### src/rtl/keypad_pkg.sv
// Shared scan-FSM states, width helper and the 4x4 PMOD legend for the keypad scanner.
package keypad_pkg;

    typedef enum logic [1:0] {
        S_DRIVE,
        S_EVAL,
        S_EMIT
    } scan_state_t;

    function automatic int clog2(input int value);
        int r;
        r = 0;
        while ((1 << r) < value) r++;
        return (r < 1) ? 1 : r;
    endfunction

    // Key index r*4+c to the printed legend of the 4x4 PMOD keypad.
    localparam logic [3:0] HEX_MAP_4X4 [16] = '{
        4'h1, 4'h2, 4'h3, 4'hA,
        4'h4, 4'h5, 4'h6, 4'hB,
        4'h7, 4'h8, 4'h9, 4'hC,
        4'h0, 4'hF, 4'hE, 4'hD
    };

endpackage

### src/rtl/keypad_event_fifo.sv
// First-word-fall-through event FIFO; a write is visible at the head one cycle later.
// A write into a full FIFO is taken only when the head is popped in the same cycle.
module keypad_event_fifo
    import keypad_pkg::*;
#(
    parameter int DEPTH = 4,
    parameter int WIDTH = 8
) (
    input  logic             clk,
    input  logic             rst_n,
    input  logic             in_vld,
    input  logic [WIDTH-1:0] in_dat,
    input  logic             out_rdy,
    output logic [WIDTH-1:0] out_dat,
    output logic             full,
    output logic             empty
);

    localparam int AW = clog2(DEPTH);

    logic [AW:0]      wr_ptr;
    logic [AW:0]      rd_ptr;
    logic [WIDTH-1:0] mem [DEPTH];
    logic [AW-1:0]    last_idx;
    logic             pop;
    logic             wr;

    assign empty    = (wr_ptr == rd_ptr);
    assign full     = (wr_ptr[AW-1:0] == rd_ptr[AW-1:0]) && (wr_ptr[AW] != rd_ptr[AW]);
    assign pop      = out_rdy && !empty;
    assign wr       = in_vld && (!full || pop);
    assign last_idx = rd_ptr[AW-1:0] - 1'b1;

    // While empty, show the most recently popped slot so the outputs hold.
    assign out_dat = empty ? mem[last_idx] : mem[rd_ptr[AW-1:0]];

    always_ff @(posedge clk or negedge rst_n) begin
        if (!rst_n) begin
            wr_ptr <= '0;
            rd_ptr <= '0;
            for (int i = 0; i < DEPTH; i++) mem[i] <= '0;
        end else begin
            if (wr) begin
                mem[wr_ptr[AW-1:0]] <= in_dat;
                wr_ptr              <= wr_ptr + 1'b1;
            end
            if (pop) rd_ptr <= rd_ptr + 1'b1;
        end
    end

endmodule

### src/rtl/keypad_scanner_pro.sv
// Scans a ROWS x COLS matrix, debounces per key, queues press/release/repeat events.
// Events appear N+2 cycles after a frame ends at most; a full FIFO drops new events with an overflow pulse.
module keypad_scanner_pro
    import keypad_pkg::*;
#(
    parameter int ROWS            = 4,
    parameter int COLS            = 4,
    parameter int CLK_HZ          = 100_000_000,
    parameter int COL_US          = 1000,
    parameter int SETTLE_CYCLES   = 100,
    parameter int DEBOUNCE_FRAMES = 3,
    parameter int FIFO_DEPTH      = 4,
    parameter int REPORT_RELEASE  = 1,
    parameter int REPEAT_DELAY    = 125,
    parameter int REPEAT_PERIOD   = 25,
    localparam int KEY_W          = clog2(ROWS*COLS)
) (
    input  logic                 clk,
    input  logic                 rst_n,
    input  logic [ROWS-1:0]      row,
    output logic [COLS-1:0]      col,
    input  logic                 rpt_en,
    output logic                 ev_valid,
    input  logic                 ev_ready,
    output logic [KEY_W-1:0]     ev_code,
    output logic                 ev_press,
    output logic                 ev_repeat,
    output logic [ROWS*COLS-1:0] key_down,
    output logic                 frame_done,
    output logic                 overflow
);

    localparam int N         = ROWS * COLS;
    localparam int COL_TICKS = CLK_HZ / 1_000_000 * COL_US;
    localparam int TICK_W    = clog2(COL_TICKS);
    localparam int CIDX_W    = clog2(COLS);
    localparam int CNT_W     = clog2(DEBOUNCE_FRAMES + 1);
    localparam int RPT_W     = clog2(REPEAT_DELAY + REPEAT_PERIOD + 2);
    localparam int EIDX_W    = KEY_W + 1;
    localparam int EV_W      = KEY_W + 2;

    logic [ROWS-1:0]   row_meta;
    logic [ROWS-1:0]   row_sync;
    logic [TICK_W-1:0] tick;
    logic [CIDX_W-1:0] cidx;
    logic [N-1:0]      raw;
    logic              tick_last;
    logic              frame_end;

    scan_state_t       state;
    scan_state_t       state_nx;
    logic [EIDX_W-1:0] emit_idx;
    logic [KEY_W-1:0]  emit_key;
    logic [CNT_W-1:0]  cnt [N];
    logic [N-1:0]      pend;
    logic              changed;

    logic [RPT_W-1:0]  rpt_cnt;
    logic              rpt_ph2;
    logic [RPT_W-1:0]  rpt_target;
    logic              held_one;
    logic              rpt_fire;
    logic [KEY_W-1:0]  held_key;

    logic              push;
    logic [KEY_W-1:0]  push_code;
    logic              push_press;
    logic              push_rpt;
    logic [EV_W-1:0]   fifo_dat;
    logic              fifo_full;
    logic              fifo_empty;

    assign tick_last = (tick == TICK_W'(COL_TICKS - 1));
    assign frame_end = tick_last && (cidx == CIDX_W'(COLS - 1));
    assign emit_key  = emit_idx[KEY_W-1:0];

    always_ff @(posedge clk or negedge rst_n) begin
        if (!rst_n) begin
            row_meta <= '1;
            row_sync <= '1;
        end else begin
            row_meta <= row;
            row_sync <= row_meta;
        end
    end

    // The column scan free-runs; evaluation and emission never stall it.
    always_ff @(posedge clk or negedge rst_n) begin
        if (!rst_n) begin
            tick       <= '0;
            cidx       <= '0;
            col        <= '1;
            raw        <= '0;
            frame_done <= 1'b0;
        end else begin
            frame_done <= frame_end;
            if (tick_last) begin
                tick <= '0;
                cidx <= (cidx == CIDX_W'(COLS - 1)) ? '0 : cidx + 1'b1;
            end else begin
                tick <= tick + 1'b1;
            end
            if (tick == '0) col <= ~(COLS'(1) << cidx);
            if (tick == TICK_W'(SETTLE_CYCLES)) begin
                for (int c = 0; c < COLS; c++) begin
                    if (cidx == CIDX_W'(c)) begin
                        for (int r = 0; r < ROWS; r++) raw[r*COLS + c] <= ~row_sync[r];
                    end
                end
            end
        end
    end

    always_comb begin
        held_key = '0;
        for (int k = 0; k < N; k++) begin
            if (key_down[k]) held_key = KEY_W'(k);
        end
    end

    assign held_one   = rpt_en && ($countones(key_down) == 1);
    assign rpt_target = rpt_ph2 ? RPT_W'(REPEAT_PERIOD) : RPT_W'(REPEAT_DELAY);
    assign rpt_fire   = held_one && !changed && (rpt_cnt == rpt_target);

    always_ff @(posedge clk or negedge rst_n) begin
        if (!rst_n) state <= S_DRIVE;
        else        state <= state_nx;
    end

    always_comb begin
        state_nx   = state;
        push       = 1'b0;
        push_code  = '0;
        push_press = 1'b0;
        push_rpt   = 1'b0;
        case (state)
            S_DRIVE: if (frame_end) state_nx = S_EVAL;
            S_EVAL:  state_nx = S_EMIT;
            S_EMIT: begin
                // Slot N after the key walk carries the auto-repeat event.
                if (emit_idx == EIDX_W'(N)) begin
                    state_nx = S_DRIVE;
                    if (rpt_fire) begin
                        push       = 1'b1;
                        push_code  = held_key;
                        push_press = 1'b1;
                        push_rpt   = 1'b1;
                    end
                end else if (pend[emit_key]) begin
                    push       = key_down[emit_key] || (REPORT_RELEASE != 0);
                    push_code  = emit_key;
                    push_press = key_down[emit_key];
                end
            end
            default: state_nx = S_DRIVE;
        endcase
    end

    always_ff @(posedge clk or negedge rst_n) begin
        if (!rst_n) begin
            key_down <= '0;
            pend     <= '0;
            changed  <= 1'b0;
            emit_idx <= '0;
            rpt_cnt  <= '0;
            rpt_ph2  <= 1'b0;
            for (int k = 0; k < N; k++) cnt[k] <= '0;
        end else begin
            case (state)
                S_EVAL: begin
                    emit_idx <= '0;
                    changed  <= 1'b0;
                    for (int k = 0; k < N; k++) begin
                        if (raw[k] != key_down[k]) begin
                            if (cnt[k] == CNT_W'(DEBOUNCE_FRAMES - 1)) begin
                                key_down[k] <= ~key_down[k];
                                cnt[k]      <= '0;
                                pend[k]     <= 1'b1;
                                changed     <= 1'b1;
                            end else begin
                                cnt[k] <= cnt[k] + 1'b1;
                            end
                        end else begin
                            cnt[k] <= '0;
                        end
                    end
                end
                S_EMIT: begin
                    if (emit_idx == EIDX_W'(N)) begin
                        emit_idx <= '0;
                        // A frame that changed the key set counts as frame 0 of the hold.
                        if (!held_one) begin
                            rpt_cnt <= '0;
                            rpt_ph2 <= 1'b0;
                        end else if (changed) begin
                            rpt_cnt <= RPT_W'(1);
                            rpt_ph2 <= 1'b0;
                        end else if (rpt_cnt == rpt_target) begin
                            rpt_cnt <= RPT_W'(1);
                            rpt_ph2 <= 1'b1;
                        end else begin
                            rpt_cnt <= rpt_cnt + 1'b1;
                        end
                    end else begin
                        pend[emit_key] <= 1'b0;
                        emit_idx       <= emit_idx + 1'b1;
                    end
                end
                default: ;
            endcase
        end
    end

    always_ff @(posedge clk or negedge rst_n) begin
        if (!rst_n) overflow <= 1'b0;
        else        overflow <= push && fifo_full && !ev_ready;
    end

    keypad_event_fifo #(
        .DEPTH (FIFO_DEPTH),
        .WIDTH (EV_W)
    ) u_fifo (
        .clk     (clk),
        .rst_n   (rst_n),
        .in_vld  (push),
        .in_dat  ({push_code, push_press, push_rpt}),
        .out_rdy (ev_ready),
        .out_dat (fifo_dat),
        .full    (fifo_full),
        .empty   (fifo_empty)
    );

    assign ev_valid = !fifo_empty;
    assign {ev_code, ev_press, ev_repeat} = fifo_dat;

endmodule

### config.mk
export PLATFORM = sky130hd
export DESIGN_NAME = keypad_scanner_pro
export DESIGN_NICKNAME = d
export VERILOG_FILES = /design/src/rtl/keypad_pkg.sv /design/src/rtl/keypad_event_fifo.sv /design/src/rtl/keypad_scanner_pro.sv
export SDC_FILE = /design/constraint.sdc
export NUM_CORES = 1
export LEC_CHECK = 0
export ABC_AREA = 1
export BUFFER_PORTS_ARGS = -buffer_cell sky130_fd_sc_hd__buf_2
export CORE_ASPECT_RATIO = 0.9
export CORE_MARGIN = 10
export CORE_UTILIZATION = 30
export DETAILED_ROUTE_END_ITERATION = 7
export SETUP_SLACK_MARGIN = 0.15
export SLEW_MARGIN = 30
export SYNTH_ARGS = -nofsm -noshare
export SYNTH_HDL_FRONTEND = slang
export SYNTH_HIERARCHICAL = 1
export SYNTH_SLANG_ARGS = --single-unit
### constraint.sdc
create_clock -name clk -period 11.5 [get_ports clk]
set_input_delay 2.3 -clock clk [delete_from_list [all_inputs] [get_ports clk]]
set_output_delay 2.3 -clock clk [all_outputs]
set_load 0.01 [all_outputs]
==> insert_results.sql, run 1 <==
INSERT INTO impl_metrics (metric_group, metric, value, unit) VALUES
('clocking', 'cts_buffers', '17', ''),
('logic_synthesis', 'ys_types', '46', ''),
('sta', 'timing.clock.skew', '0.0143', 'ns'),
('cells_and_area', 'final_common_cell', 'nand2_1', ''),
('logic_synthesis', 'yosys-mux-area-fraction', '0', '%'),
('floorplanning', 'area_of_the_core', '0.0288', 'mm^2'),
('logic_synthesis', 'synth_largest_type_area_fraction', '42.4', '%'),
('route', 'routed_wire_length_per_instance', '14.9', 'um'),
('floorplanning', 'ios', '37', ''),
('grt', 'grt_pass1_vias', '6813', ''),
('logic_synthesis', 'syn-mean-instance-area', '8.29', 'um^2'),
('logic_synthesis', 'synth_seq_area_share', '46.1', '%'),
('cells_and_area', 'filler_cell_count', '3006', ''),
('floorplanning', 'die-width', '200', 'um'),
('cells_and_area', 'layout.nets', '1120', ''),
('sta', 'final_min_period_over_clock_period', '44.1', '%'),
('logic_synthesis', 'postSynthCellCount', '1053', ''),
('setup_path', 'critPathArrivalTime', '5.44', 'ns'),
('sta', 'final_hold_viol_count', '0', ''),
('route', 'antenna_violating_nets_post_route', '0', ''),
('run_status', 'run_status', 'complete, no violations', ''),
('clocking', 'cts_hold_buf', '0', ''),
('route', 'drt-vias-per-instance', '4.83', ''),
('logic_synthesis', 'ys.warnings.count', '6', ''),
('grt', 'grt.overflow.total', '0', ''),
('sta', 'unrepaired_setup_endpoints_after_global_routing', 'false', ''),
('clocking', 'cts_resized', '0', ''),
('grt', 'wire_length_of_the_first_global_routing_pass', '35.8', 'mm'),
('logic_synthesis', 'yosys.area_share.simple', '21.1', '%'),
('cells_and_area', 'antennaDiodeCount', '0', ''),
('logic_synthesis', 'synth_top_cells_by_area', 'dfrtp_1, nand2_1, inv_1, o21ai_0, dfstp_2', ''),
('logic_synthesis', 'async_flop_share', '100', '%'),
('sta', 'worst_pin_slew', '0.943', 'ns'),
('setup_path', 'critical_path.endpoint_type', 'register', ''),
('setup_path', 'setup.reg_to_reg.worst_slack', '6.42', 'ns'),
('sta', 'summed_negative_setup_slack_over_all_endpoints', '0', 'ns'),
('setup_path', 'critPathKind', 'reg2reg', ''),
('route', 'drc_errors_left', '0', ''),
('route', 'vias', '7031', ''),
('clocking', 'cts_max_level', '4', ''),
('clocking', 'worst_case_clock_buffer_depth', '2', ''),
('min_path', 'holdCritPathClass', 'reg2reg', ''),
('route', 'wl', '21.7', 'mm'),
('grt', 'number_of_antenna_violations_at_the_first_check_in_global_routing', '0', ''),
('logic_synthesis', 'cell_area_after_technology_mapping', '0.00873', 'mm^2'),
('logic_synthesis', 'most_area_hungry_cell_type_in_the_yosys_netlist', 'dfrtp_1', ''),
('cells_and_area', 'finished_layout_cells', '1456', ''),
('clocking', 'cts_root_buffer', 'clkbuf_16', ''),
('place', 'dp_hpwl', '15.2', 'mm'),
('route', 'drt_iter0_drc', '495', ''),
('logic_synthesis', 'synth_enable_flop_cells', '0', ''),
('sta', 'maxSlewViolCount', '0', ''),
('grt', 'grt_max_degree', '99', ''),
('setup_path', 'crit_path_start_kind', 'register', ''),
('clocking', 'tritoncts', 'yes', ''),
('logic_synthesis', 'synth.ff_latch_count', '160', ''),
('clocking', 'postCtsSetupRepairBufs', '0', ''),
('floorplanning', 'initial_utilization', '30.3', '%'),
('sta', 'slew-limit-headroom', '37.0', '%'),
('clocking', 'clock_sinks', '160', ''),
('logic_synthesis', 'synth-compound-area-share', '14.1', '%'),
('logic_synthesis', 'combinational_family_with_the_most_area_after_synthesis', 'simple AND/OR/NAND/NOR gates', ''),
('cells_and_area', 'final_cell_mix', 'nand2_1, inv_1, dfrtp_1', ''),
('sta', 'report.final.setup_viol', '0', ''),
('floorplanning', 'fp-row-count', '59', ''),
('setup_path', 'timing.critical_path.required', '11.87', 'ns'),
('floorplanning', 'floorplan_die_area', '0.0363', 'mm^2'),
('power', 'power-per-cell-area', '117', 'mW/mm^2'),
('sta', 'finalWorstPathRequiredPeriod', '5.08', 'ns'),
('clocking', 'clk-insertion-delay-late', '0.44', 'ns'),
('cells_and_area', 'area_delta_synth_final', '12.4', '%');
metal layers:
metal  global-route usage [%]  up-vias  routed length, um
met5                        0        -                  0
met4                     4.18        0                396
met3                     3.05       26               1190
met2                     18.5      142               9730
met1                     16.7     3351              10400
li1                         -     3512                  -
stage by stage:
| stage | hold WS (ns) | utilization [%] | setup WS, ns | instance area [um^2] |
|---|---|---|---|---|
| 2_1_floorplan | 0.345 | - | 6.90 | 8730 |
| 3_3_place_gp | 0.346 | 32.0 | 6.55 | 9220 |
| 3_5_place_dp | 0.347 | 32.0 | 6.47 | 9220 |
| 4_1_cts | 0.356 | 34.1 | 6.45 | 9810 |
| 5_1_grt | 0.360 | 34.1 | 6.04 | 9810 |
| 6_report | 0.354 | 34.1 | 6.42 | 9810 |
worst max-delay path, stage by stage, from the launching register on:
cell	delay, ns
dfrtp_1	0.46
fa_1	0.55
inv_1	0.05
fa_1	0.49
inv_1	0.06
fa_1	0.47
inv_1	0.05
fa_1	0.42
inv_1	0.06
ha_1	0.15
inv_1	0.06
fa_1	0.47
inv_1	0.04
nor2_1	0.09
o211ai_1	0.10
nor2_1	0.20
nand3_1	0.18
nand2_1	0.10
buf_4	0.34
nand2_1	0.08
a21oi_1	0.31
nand4_1	0.16
nand2_1	0.11
cell type report:
class                   count  area, um^2  area share, %
flip-flops and latches    160        4020           41.0
multi-input cells         702        3950           40.2
inverters                 157         589           6.01
well taps                 366         458           4.67
clock buffers              19         433           4.41
repair buffers             39         211           2.16
clock inverters            13         153           1.56
sequential cells by signal, summed over array words and instances (netlist names), 5 cells and up:
signal and cells:
rpt_cnt 8, pend 16, u_fifo/mem 24, tick 17, emit_idx 5, key_down 16, raw 16, cnt 32
final timing paths:
kind | from | endpoint | cells past startpoint
worst max-delay path | key_down[11] | u_fifo/mem[8] | 22
min in group asynchronous | rst_n | u_fifo/rd_ptr[1] | 1
worst min-delay path | row_meta[1] | row_sync[1] | 0
worst max register to register | key_down[11] | u_fifo/mem[8] | 22
max in group asynchronous | rst_n | cidx[1] | 2
worst min register to register | row_meta[1] | row_sync[1] | 0
where the power goes:
part	total (mW)	switching (mW)	internal, mW
Sequential	0.566	0.000899	0.565
Combinational	0.0128	0.0115	0.00133
Clock	0.572	0.248	0.325
Yosys cell counts, types with 2 or more instances:
cell type    n
nand2_1    209
inv_1      149
dfrtp_1    148
o21ai_0     98
nor2_1      71
a21oi_1     51
nand3_1     49
o22ai_1     40
nand4_1     29
ha_1        25
nor3_1      22
xor2_1      21
xnor2_1     19
clkbuf_1    15
dfstp_2     12
o21ai_1     11
fa_1        10
inv_2        8
buf_2        7
o21ai_2      6
buf_1        5
a31oi_1      4
buf_4        3
buf_6        3
nand3_4      3
nand3b_1     3
nand4_2      3
nor2_4       3
a21boi_0     2
a32o_1       2
nand2_2      2
nor2_2       2
nor4_1       2
o211ai_1     2
o311ai_0     2
o31ai_1      2
kinds of logic (layout without fill, tap and decap cells):
| kind of cell | Yosys count | after routing |
|---|---|---|
| AND/OR/NAND/NOR | 404 | 404 |
| flip-flops | 160 | 160 |
| adder cells (fa/ha/maj) | 35 | 35 |
| buffers and inverters | 191 | 228 |
| AO/OA/AOI/OAI | 222 | 222 |
| XOR/XNOR | 41 | 41 |
Power figures use the tool's default switching activity.
==> run 2: changes to the inputs <==
Clock period 11.5 ns to 4.6 ns, I/O delays scaled along.
==> insert_results.sql, run 2 (synthesis gave the netlist of run 1 again) <==
INSERT INTO impl_metrics (metric_group, metric, value, unit) VALUES
('place', 'number_of_port_buffers', '36', ''),
('floorplanning', 'die-width', '200', 'um'),
('cells_and_area', 'reg_top3', 'cnt x32, u_fifo/mem x24, tick x17', ''),
('setup_path', 'path_common_cell', 'fa_1', ''),
('floorplanning', 'floorplan_die_area', '0.0363', 'mm^2'),
('floorplanning', 'area_of_the_core', '0.0288', 'mm^2'),
('clocking', 'cts_buffers', '17', ''),
('sta', 'finalHoldWorstSlack', '0.355', 'ns'),
('grt', 'number_of_antenna_violations_at_the_first_check_in_global_routing', '0', ''),
('floorplanning', 'ios', '37', ''),
('setup_path', 'r2r_end', 'u_fifo/mem[8]', ''),
('sta', 'slew-limit-headroom', '41.7', '%'),
('sta', 'timing.clock.skew', '0.0183', 'ns'),
('route', 'vias', '7229', ''),
('place', 'dp_hpwl', '15.6', 'mm'),
('cells_and_area', 'seqCellArea', '0.00402', 'mm^2'),
('setup_path', 'critical_path.top_delay_family', 'adder cells', ''),
('setup_path', 'critical_path.max_fanout', '6', ''),
('route', 'antenna_violating_nets_post_route', '0', ''),
('cells_and_area', 'final_cell_mix', 'nand2_1, dfrtp_1, inv_1', ''),
('clocking', 'tritoncts', 'yes', ''),
('route', 'drt-vias-per-instance', '4.89', ''),
('clocking', 'cts_max_level', '4', ''),
('route', 'drtPass1Iterations', '5', ''),
('sta', 'finalWorstPathRequiredPeriod', '4.46', 'ns'),
('route', 'routed_wire_length_per_instance', '14.9', 'um'),
('floorplanning', 'initial_utilization', '30.3', '%'),
('clocking', 'clk-insertion-delay-late', '0.44', 'ns'),
('flow_run', 'timing.max_cap.violations', '0', ''),
('power', 'largest_vdd_supply_drop', '0.000288', 'V'),
('grt', 'track_usage', '12.7', '%'),
('sta', 'maxSlewViolCount', '0', ''),
('grt', 'grt_max_degree', '78', ''),
('grt', 'grt_pass1_vias', '7059', ''),
('floorplanning', 'die_y_extent', '182', 'um'),
('place', 'place_congestion', '0.837', ''),
('route', 'drc_errors_left', '0', ''),
('setup_path', 'critPathKind', 'reg2reg', ''),
('cells_and_area', 'largest_register_ff_count', '32', ''),
('grt', 'grt.overflow.total', '0', ''),
('floorplanning', 'fp-row-count', '59', ''),
('clocking', 'worst_case_clock_buffer_depth', '2', ''),
('cells_and_area', 'layout.nets', '1143', ''),
('clocking', 'clock_sinks', '160', ''),
('clocking', 'cts_root_buffer', 'clkbuf_16', ''),
('setup_path', 'setup.reg_to_reg.worst_slack', '0.14', 'ns'),
('sta', 'final_min_period_over_clock_period', '97.0', '%'),
('setup_path', 'timing.critical_path.buf_inv', '7', ''),
('sta', 'maxClockFrequency', '0.224', 'GHz'),
('route', 'drt_iter0_drc', '658', ''),
('route', 'wl', '22.1', 'mm'),
('grt', 'wire_length_of_the_first_global_routing_pass', '37.2', 'mm'),
('setup_path', 'timing.critical_path.required', '4.97', 'ns'),
('cells_and_area', 'area_delta_synth_final', '15.9', '%'),
('sta', 'post-route-worst-setup-slack', '0.140', 'ns'),
('sta', 'final_hold_viol_count', '0', ''),
('setup_path', 'critPathSlowestCell', 'fa_1', ''),
('setup_path', 'critPathArrivalTime', '4.83', 'ns'),
('cells_and_area', 'antennaDiodeCount', '0', ''),
('cells_and_area', 'top_register', 'cnt', ''),
('sta', 'report.final.setup_viol', '0', ''),
('run_status', 'run_status', 'complete, no violations', ''),
('min_path', 'hold-path-endpoint', 'row_sync[3]', ''),
('min_path', 'holdCritPathClass', 'reg2reg', ''),
('clocking', 'cts_hold_buf', '0', ''),
('setup_path', 'timing.rr.start', 'key_down[11]', ''),
('sta', 'worst_pin_slew', '0.873', 'ns'),
('power', 'power_leakage', '4.65', 'nW'),
('clocking', 'clock_transition_at_the_registers_of_the_reported_paths', '0.06', 'ns'),
('setup_path', 'max_stage_delay', '0.53', 'ns'),
('min_path', 'hold_path_origin', 'row_meta[3]', ''),
('setup_path', 'critical_path.endpoint_type', 'register', ''),
('setup_path', 'critical_path.cell_chain', 'fa_1 -> inv_1 -> fa_1 -> inv_2 -> fa_1 -> inv_1 -> fa_1 -> inv_1 -> ha_2 -> inv_2 -> fa_1 -> inv_1 -> nor2_1 -> o211ai_1 -> nor2_2 -> nand3_2 -> nand2_4 -> nand2_2 -> a21oi_2 -> buf_4 -> nand4_1 -> nand2_1', ''),
('cells_and_area', 'drive_above_1_share', '13.7', '%'),
('place', 'pre_cts_slack', '-0.0510', 'ns'),
('cells_and_area', 'final_common_cell', 'nand2_1', ''),
('setup_path', 'reg2reg_depth', '22', ''),
('setup_path', 'crit_path_start_kind', 'register', ''),
('min_path', 'hold_depth', '0', ''),
('cells_and_area', 'multi_input_comb_area', '0.00404', 'mm^2'),
('power', 'power-per-cell-area', '286', 'mW/mm^2'),
('cells_and_area', 'filler_cell_count', '3019', ''),
('sta', 'unrepaired_setup_endpoints_after_global_routing', 'true', '');
## run 2: cell types whose count changed in the layout (fill, tap and decap cells not counted), moves of 2 or more
cell / previous run / this run
buf_4: 3 / 21
buf_6: 0 / 5
clkinv_4: 3 / 0
clkinvlp_4: 2 / 5
inv_1: 149 / 146
inv_2: 8 / 10
nand2_1: 209 / 207
nor2_1: 71 / 68
nor2_2: 2 / 5
o21ai_0: 98 / 95
o31ai_1: 2 / 0
o31ai_4: 0 / 2
## run 2: worst max-delay path by stage
stage	startpoint	endpoint	slack, ns	cells after the start
finish	key_down[11]	u_fifo/mem[8]	0.14	22
global route	key_down[11]	u_fifo/mem[8]	-0.15	22
CTS	key_down[11]	u_fifo/mem[15]	0.1	21
detailed placement	key_down[11]	u_fifo/mem[8]	-0.05	22
global placement	key_down[11]	u_fifo/mem[8]	0.03	22
floorplan	key_down[11]	u_fifo/mem[10]	0.18	21
## run 2: layer usage
metal | wire, um | track usage, %
met1 | 10500 | 17.8
met2 | 10000 | 19.2
met3 | 1240 | 2.83
met4 | 313 | 3.78
met5 | 0 | 0
## run 2: area by class of cell
class	instances	area share (%)
inverter	157	5.88
clock buffer	22	4.59
clock inverter	10	1.25
timing repair buffer	62	4.05
multi-input combinational	702	40.0
tap	366	4.53
sequential	160	39.8
## run 2: stage by stage
step                util [%]  instance area, um^2  setup TNS [ns]  power, mW  std cells
floorplan                  -                 8730               0       1.44       1053
global placement        32.6                 9390               0       1.48       1444
detailed placement      32.6                 9390          -0.404       1.48       1444
CTS                     35.0                10100               0       2.93       1478
global route            35.1                10100           -2.99       2.99       1479
finish                  35.1                10100               0       2.89       1479
## run 2: what timing repair did
item,4_1_cts,5_1_grt
endpoints found under the setup margin,28,36
buffers inserted,2,1
gates resized for setup,20,11
pin swaps,23,8
## run 2: power breakdown
group | switching [mW] | internal, mW | leakage (nW)
Combinational | 0.0290 | 0.00498 | 2.21
Clock | 0.602 | 0.835 | 0.272
Sequential | 0.00240 | 1.41 | 2.18
